**config.mk**
```make
export PLATFORM = sky130hd
export DESIGN_NAME = issue_scoreboard
export DESIGN_NICKNAME = d
export VERILOG_FILES = /design/src/rtl/issue_scoreboard.sv
export SDC_FILE = /design/constraint.sdc
export NUM_CORES = 1
export LEC_CHECK = 0
export CORE_ASPECT_RATIO = 0.9
export CORE_MARGIN = 2
export CORE_UTILIZATION = 61
export CTS_BUF_LIST = sky130_fd_sc_hd__clkbuf_2
export DETAILED_ROUTE_END_ITERATION = 7
export PLACE_DENSITY_LB_ADDON = 0.1
export SYNTH_ARGS = -nofsm -noshare
export SYNTH_HDL_FRONTEND = slang
export SYNTH_SLANG_ARGS = --single-unit
```
**constraint.sdc**
```tcl
create_clock -name clk -period 11.6 [get_ports clk]
set_input_delay 2.32 -clock clk [delete_from_list [all_inputs] [get_ports clk]]
set_output_delay 2.32 -clock clk [all_outputs]
set_load 0.005 [all_outputs]
```
**src/rtl/issue_scoreboard.sv**
```systemverilog
// Dual-issue register scoreboard.
// Holds a pending-write counter per architectural register and decides which of
// two in-order decoded instructions may issue this cycle. A register that is
// being retired on a writeback port this cycle counts as available, because the
// register file bypasses same-cycle write data to reads.
module issue_scoreboard #(
    parameter int CNT_W = 2
) (
    input  logic        clk,
    input  logic        rst,
    input  logic        flush,
    input  logic        pipe_ready,
    input  logic        valid_1,
    input  logic        re1_1,
    input  logic [4:0]  raddr1_1,
    input  logic        re2_1,
    input  logic [4:0]  raddr2_1,
    input  logic        we_1,
    input  logic [4:0]  waddr_1,
    input  logic        valid_2,
    input  logic        re1_2,
    input  logic [4:0]  raddr1_2,
    input  logic        re2_2,
    input  logic [4:0]  raddr2_2,
    input  logic        we_2,
    input  logic [4:0]  waddr_2,
    input  logic        wb_we_1,
    input  logic [4:0]  wb_waddr_1,
    input  logic        wb_we_2,
    input  logic [4:0]  wb_waddr_2,
    output logic        issue_1,
    output logic        issue_2,
    output logic [31:0] stall_cnt,
    output logic [31:0] busy_vec
);

    // Sum width: holds pending + two issues without overflow.
    localparam int SW = CNT_W + 2;
    localparam logic [CNT_W-1:0] CNT_MAX = '1;

    logic [CNT_W-1:0] pending  [32];
    logic [CNT_W-1:0] pend_nxt [32];
    logic [1:0]       wb_cnt   [32];
    logic [SW-1:0]    inc_r    [32];
    logic [SW-1:0]    sum_r    [32];
    logic [31:0]      avail;

    logic wr_ok_1, wr_ok_2;
    logic ok_1, ok_2;
    logic raw_12, waw_full;

    // Per-register writeback hit count and read availability.
    always_comb begin
        for (int r = 0; r < 32; r++) begin
            wb_cnt[r] = 2'(wb_we_1 && (wb_waddr_1 == 5'(r)))
                      + 2'(wb_we_2 && (wb_waddr_2 == 5'(r)));
            // Retiring at least as many writes as are pending frees the register.
            avail[r]  = (r == 0) || (SW'(pending[r]) <= SW'(wb_cnt[r]));
        end
    end

    // Per-slot hazard checks and the in-order issue decision.
    always_comb begin
        wr_ok_1  = !we_1 || (waddr_1 == 5'd0) || (pending[waddr_1] != CNT_MAX);
        wr_ok_2  = !we_2 || (waddr_2 == 5'd0) || (pending[waddr_2] != CNT_MAX);
        ok_1     = (!re1_1 || avail[raddr1_1]) && (!re2_1 || avail[raddr2_1]) && wr_ok_1;
        ok_2     = (!re1_2 || avail[raddr1_2]) && (!re2_2 || avail[raddr2_2]) && wr_ok_2;
        // Slot 2 must not read what the older slot 1 is about to write.
        raw_12   = we_1 && (waddr_1 != 5'd0)
                && ((re1_2 && (raddr1_2 == waddr_1)) || (re2_2 && (raddr2_2 == waddr_1)));
        // Two writes to one register need room for both increments.
        waw_full = we_1 && we_2 && (waddr_1 == waddr_2) && (waddr_1 != 5'd0)
                && ((SW'(pending[waddr_1]) + SW'(2)) > SW'(CNT_MAX));
        issue_1  = !rst && !flush && pipe_ready && valid_1 && ok_1;
        issue_2  = issue_1 && valid_2 && ok_2 && !raw_12 && !waw_full;
    end

    // Next pending count: add issued writes, subtract retirements, clamp at zero.
    always_comb begin
        for (int r = 0; r < 32; r++) begin
            inc_r[r] = SW'(issue_1 && we_1 && (waddr_1 == 5'(r)))
                     + SW'(issue_2 && we_2 && (waddr_2 == 5'(r)));
            sum_r[r] = SW'(pending[r]) + inc_r[r];
            if (r == 0) begin
                pend_nxt[r] = '0;
            end else if (sum_r[r] <= SW'(wb_cnt[r])) begin
                pend_nxt[r] = '0;
            end else begin
                pend_nxt[r] = CNT_W'(sum_r[r] - SW'(wb_cnt[r]));
            end
        end
    end

    // Scoreboard and stall counter state; reset outranks flush, flush outranks updates.
    always_ff @(posedge clk) begin
        if (rst) begin
            for (int r = 0; r < 32; r++) pending[r] <= '0;
            stall_cnt <= '0;
        end else if (flush) begin
            for (int r = 0; r < 32; r++) pending[r] <= '0;
        end else begin
            for (int r = 0; r < 32; r++) pending[r] <= pend_nxt[r];
            if (valid_1 && !issue_1) stall_cnt <= stall_cnt + 32'd1;
        end
    end

    // Busy view of the registered counters.
    always_comb begin
        for (int r = 0; r < 32; r++) busy_vec[r] = (pending[r] != '0);
    end

endmodule

```
==> flow_metrics.py, run 1 <==
metrics = {
    "place": {
        "port_buffers": 118,
        "place_area_um2": 13800,
        "routabilityCongestion": 1.09,
        "hpwl_um": 29900,
        "pre_cts_ws_ns": 1.86,
    },
    "critical_path": {
        "max_stage_delay_ns": 0.67,
        "critical_path.cell_chain": "clkdlybuf4s50_1 -> nor2b_1 -> nand2_1 -> nor2_1 -> ha_1 -> inv_1 -> ha_1 -> nor2b_1 -> o21ai_0 -> nor2_1 -> o211ai_1 -> a32oi_1 -> a21oi_2 -> and2_4 -> and4_1 -> buf_4 -> clkdlybuf4s50_1",
        "crit_slowest_cell": "o21ai_0",
        "worstPathArrival_ns": 7.54,
        "cp_max_fo": 57,
        "crit_required_ns": 9.28,
        "path_class": "input pin to output port",
        "critPathBufInv": 4,
        "critPathLaunchType": "input pin",
        "end_kind": "output port",
        "critPathTopFamily": "simple AND/OR/NAND/NOR gates",
    },
    "route": {
        "drc": 0,
        "final_antenna_net_count": 0,
        "drt_iter0_markers": 1263,
        "routedWlPerCell_um": 21.2,
        "firstDrtPassIters": 7,
        "num_vias": 11400,
        "via_per_inst": 6.42,
        "totalWireLength_um": 37600,
    },
    "sta": {
        "fin_skew_ns": 0.0413,
        "hold_violations": 0,
        "hold_ws_ns": 0.503,
        "fmax_mhz": 101,
        "timing.final.crit_period_ns": 9.86,
        "timing.setup.tns_ns": 0,
        "setup_viol": 0,
        "rsz0062_at_grt": "false",
        "fin_ws_ns": 1.74,
        "relSlewSlack_pct": 19.3,
        "tightest_slew_ns": 1.21,
        "drv_slew": 0,
        "period_share_pct": 85.0,
    },
    "worst_hold_path": {
        "hp-class": "flip-flop to flip-flop",
    },
    "clocking": {
        "path_clk_slew_ns": 0.33,
        "cts_sinks": 94,
        "clock_latency_ns": 0.68,
        "hold_buffers": 0,
        "cts_root_buf": "clkbuf_2",
        "post_cts_resized": 0,
        "htree_levels": 3,
        "cts_setup_buffers": 0,
        "clock_path_buffers": 2,
        "numCtsBuffers": 9,
        "cts_tree": "done",
    },
    "global_route": {
        "grt_max_degree": 58,
        "antenna_found_initial": 1,
        "grt_pass1_vias": 10700,
        "grt_usage_pct": 35.9,
        "grt-ovfl-total": 0,
        "grt_pass1_wl_um": 59200,
    },
    "power": {
        "pwr-share-comb_pct": 31.3,
        "p_leak_uw": 0.00581,
        "p_seq_share_pct": 46.5,
        "intPower_uw": 520,
        "peakVddDrop_v": 0.0000633,
        "finalPower_uw": 830,
        "power_frac_clock_pct": 22.2,
        "powerDensity_nw_per_um2": 59.8,
        "p_sw_uw": 310,
        "swShare_pct": 37.3,
    },
    "job": {
        "drv_cap": 0,
    },
    "die": {
        "initial_core_util_pct": 61.9,
        "rows": 49,
        "die_w_um": 154,
        "fp.coreArea_um2": 19900,
        "io_pins": 120,
        "die_h_um": 139,
        "die_area_um2": 21400,
    },
    "yosys": {
        "postSynthRegisterBits": 94,
        "avgSynthCellArea_um2": 8.93,
        "synth_cells": 1380,
        "async_reset_ff_share_pct": 0,
        "yosys.area.top_type": "ha_1",
        "yosysMostFrequentCell": "ha_1",
        "synth_edf_count": 62,
        "ys_types": 75,
        "netlist.area_leader.share_pct": 15.8,
        "synth.area.top_cells": "ha_1, edfxtp_1, fa_1",
        "synth_ff_type": "edfxtp_1",
        "netlist_area_um2": 12300,
        "synthTopCellsByCount": "ha_1, inv_1, nor2_1",
        "ys_seq_area_share_pct": 20.3,
        "ys.warnings.count": 0,
    },
    "layout": {
        "drive_above_1_share_pct": 7.26,
        "layout.nets": 1782,
        "final_area_um2": 13900,
        "area_growth_pct": 12.6,
        "fillCellCount": 1630,
    },
    "status": {
        "status": "finished clean",
    },
}
[layout make-up]
cell class / instances / area, um^2 / share of cell area, %
Antenna cell: 1 / 2.50 / 0.0180
Clock buffer: 9 / 45.0 / 0.325
Clock inverter: 7 / 77.6 / 0.559
Inverter: 127 / 477 / 3.44
Multi-Input combinational cell: 1155 / 9230 / 66.5
Sequential cell: 94 / 2500 / 18.0
Tap cell: 255 / 319 / 2.30
Timing Repair Buffer: 123 / 1220 / 8.78
[path summary, 6_finish.rpt]
path	start	to	slack [ns]	depth (start not counted)
setup / recovery	wb_we_1	issue_2	1.74	17
hold / removal	stall_cnt[28]$_SDFFE_PP0P_	stall_cnt[28]$_SDFFE_PP0P_	0.50	2
setup reg to reg	pending[20][1]$_SDFFCE_PP0P_	pending[17][1]$_SDFFCE_PP0P_	5.86	16
hold reg to reg	stall_cnt[28]$_SDFFE_PP0P_	stall_cnt[28]$_SDFFE_PP0P_	0.50	2
[stage by stage]
stage	cells	utilization, %
6_report	1771	69.6
5_1_grt	1771	69.6
4_1_cts	1770	69.6
3_5_place_dp	1754	69.0
3_3_place_gp	1754	69.0
2_1_floorplan	1441	-
[flip-flops by register name, summed over array words and instances (netlist names)]
| signal | count |
|---|---|
| stall_cnt | 32 |
| pending | 62 |
[cells by family after synthesis]
logic type | share of synthesized area (%)
fa+ha+maj | 25.9
buf+inv | 6.70
other cells | 0.0609
mux | 9.70
flops | 20.3
simple gates | 25.0
xor+xnor | 1.42
compound gates | 10.9
[routing by layer]
metal	global-route usage, %	wire length (um)
met1	48.5	15000
met2	54.4	16200
met3	8.28	4080
met4	18.0	2270
met5	0	17
[tightest hold or removal path, stage by stage, from the launching register on]
cell and delay, ns:
dfxtp_1 0.40, o41ai_1 0.06, a21oi_1 0.05
[placed cells by master, fill, tap and decap left out, types with 5 or more instances in the layout]
cell               n
nand2b_1          28
or2_1              8
mux2i_1           13
and3_1            40
o21ai_0           67
edfxtp_1          62
o31ai_1           22
ha_1             156
or4_1             19
a2bb2oi_1          8
a21oi_1           43
nor3_1            42
or3_1              8
conb_1            63
o211ai_1          19
nor3b_1           24
fa_1              62
o21a_1             6
nand2_1           69
a31oi_1            5
xor2_1            12
inv_1            125
or2_2             34
mux4_2            43
nand4_1           19
nor2_1           124
clkbuf_2           9
dfxtp_1           32
nand3_1           91
and2_1             6
and4_1             6
clkdlybuf4s50_1  118
buf_4              5
xnor2_1            8
nor2b_1           49
[power by group through the flow]
stage | Combinational [uW] | Clock (uW) | Sequential [uW]
2_1_floorplan | 164 | 0 | 386
3_3_place_gp | 245 | 0 | 392
3_5_place_dp | 250 | 0 | 392
4_1_cts | 251 | 188 | 386
5_1_grt | 280 | 195 | 388
6_report | 260 | 184 | 386
(Power assumes the default switching activity.)
==> run 2: changes to the inputs <==
Clock period 11.6 ns to 9.2 ns, I/O delays scaled along.
==> run 2 against run 1 <==
  * Sequential power rose by 26%
  * Register-to-register slack worse by 2.2 ns
  * Cell count grew 0.11%
  * Combinational power up 27%
  * Die area stayed put
  * Clock skew is 0.018 ns higher
  * First-iteration DRC count rose by 1.7%
  * Total power is 28% higher
  * Highest routed layer is now met4
==> flow_metrics.py, run 2 (synthesized netlist as in run 1, its figures left out) <==
metrics = {
    "sta": {
        "timing.final.crit_period_ns": 8.23,
        "timing.setup.tns_ns": 0,
        "fmax_mhz": 122,
        "tightest_slew_ns": 1.14,
        "fin_skew_ns": 0.0589,
        "rsz0062_at_grt": "false",
        "period_share_pct": 89.4,
        "setup_viol": 0,
        "hold_violations": 0,
        "relSlewSlack_pct": 23.4,
        "drv_slew": 0,
    },
    "route": {
        "drc": 0,
        "via_per_inst": 6.48,
        "final_antenna_net_count": 0,
        "totalWireLength_um": 38700,
        "routedWlPerCell_um": 21.9,
        "drt_iter0_markers": 1285,
        "firstDrtPassIters": 7,
        "num_vias": 11500,
    },
    "global_route": {
        "grt_pass1_vias": 10900,
        "grt_usage_pct": 37.1,
        "grt_pass1_wl_um": 61300,
        "grt-ovfl-total": 0,
        "antenna_found_initial": 1,
        "grt_max_degree": 46,
    },
    "clocking": {
        "path_clk_slew_ns": 0.34,
        "hold_buffers": 0,
        "clock_latency_ns": 0.72,
        "htree_levels": 3,
        "cts_root_buf": "clkbuf_2",
        "cts_tree": "done",
        "clock_path_buffers": 2,
        "numCtsBuffers": 9,
        "cts_setup_buffers": 0,
        "post_cts_resized": 0,
        "cts_sinks": 94,
    },
    "die": {
        "die_area_um2": 21400,
        "initial_core_util_pct": 61.9,
        "io_pins": 120,
        "die_w_um": 154,
        "rows": 49,
        "die_h_um": 139,
        "fp.coreArea_um2": 19900,
    },
    "power": {
        "pwr-share-comb_pct": 31.2,
        "p_sw_uw": 404,
        "intPower_uw": 657,
        "swShare_pct": 38.1,
        "peakVddDrop_v": 0.0000659,
        "finalPower_uw": 1060,
        "p_seq_share_pct": 45.9,
        "powerDensity_nw_per_um2": 76.4,
        "p_leak_uw": 0.00582,
        "power_frac_clock_pct": 22.9,
    },
    "critical_path": {
        "worstPathArrival_ns": 6.39,
        "crit_required_ns": 7.36,
        "cp_max_fo": 13,
        "path_class": "input pin to output port",
        "critPathLaunchType": "input pin",
        "end_kind": "output port",
    },
    "place": {
        "hpwl_um": 30700,
        "routabilityCongestion": 0.986,
        "port_buffers": 118,
    },
    "layout": {
        "layout_common_cells": "ha_1, inv_1, nor2_1, clkdlybuf4s50_1, nand3_1",
        "mostFrequentLayoutCell": "ha_1",
        "layout.nets": 1784,
        "post-route-util_pct": 69.7,
        "register_area_um2": 2500,
        "area_growth_pct": 12.7,
        "fillCellCount": 1624,
        "top_regs": "pending: 62 flops, stall_cnt: 32 flops",
        "largest_register_ffs": 62,
        "multi_input_area_um2": 9230,
        "top_register": "pending",
        "drive_above_1_share_pct": 7.38,
    },
    "job": {
        "drv_cap": 0,
    },
    "status": {
        "status": "finished clean",
    },
    "worst_hold_path": {
        "hp-class": "flip-flop to flip-flop",
    },
}
==> run 2: cell types whose count changed in the layout (fill, tap and decap cells not counted) <==
cell,change
inv_6,-1
inv_8,+1
buf_4,+2
==> run 2: critical path, stage by stage <==
cell             delay, ns
clkdlybuf4s50_1       0.50
nand2_1               0.35
nor2_1                0.38
ha_1                  0.20
inv_1                 0.07
ha_1                  0.29
nor2b_1               0.14
o21ai_0               0.56
o22ai_1               0.22
nor4_1                0.29
a211oi_1              0.12
a21oi_2               0.29
and2_4                0.30
and4_1                0.30
clkdlybuf4s50_1       0.54
==> run 2: layout make-up <==
cell class	instances	share of cell area, %
multi-input cells	1155	66.5
clock inverters	7	0.576
inverters	127	3.43
well taps	255	2.30
flip-flops and latches	94	18.0
repair buffers	125	8.88
diodes	1	0.0180
clock buffers	9	0.324
==> run 2: metrics by stage <==
stage	instance area (um^2)	cells	setup slack (ns)	hold slack [ns]
after CTS	13900	1772	1.14	0.502
after global routing	13900	1773	0.855	0.534
final	13900	1773	0.974	0.501
after detailed placement	13800	1756	1.14	0.477
after floorplan	12600	1441	2.45	0.468
after global placement	13800	1756	1.22	0.466
==> run 2: metal layers <==
layer,global-route usage (%),share of wire (%),up-vias
li1,-,-,5172
met1,52.0,41,5516
met2,57.9,44,696
met3,5.97,10,102
met4,14.8,4.0,0
met5,0,0,-
==> run 2: power groups by stage <==
stage          sequential [uW]  clock (uW)  combinational (uW)
2_1_floorplan              487           0                 207
3_3_place_gp               494           0                 315
3_5_place_dp               495           0                 319
4_1_cts                    487         246                 322
5_1_grt                    490         254                 357
6_report                   487         243                 331
==> run 2: worst paths after layout <==
kind | start | end | slack (ns) | cells past startpoint
setup / recovery | wb_waddr_1[1] | issue_2 | 0.97 | 15
hold / removal | stall_cnt[31]$_SDFFE_PP0P_ | stall_cnt[31]$_SDFFE_PP0P_ | 0.50 | 2
setup reg to reg | pending[17][1]$_SDFFCE_PP0P_ | pending[20][1]$_SDFFCE_PP0P_ | 3.65 | 16
hold reg to reg | stall_cnt[31]$_SDFFE_PP0P_ | stall_cnt[31]$_SDFFE_PP0P_ | 0.50 | 2
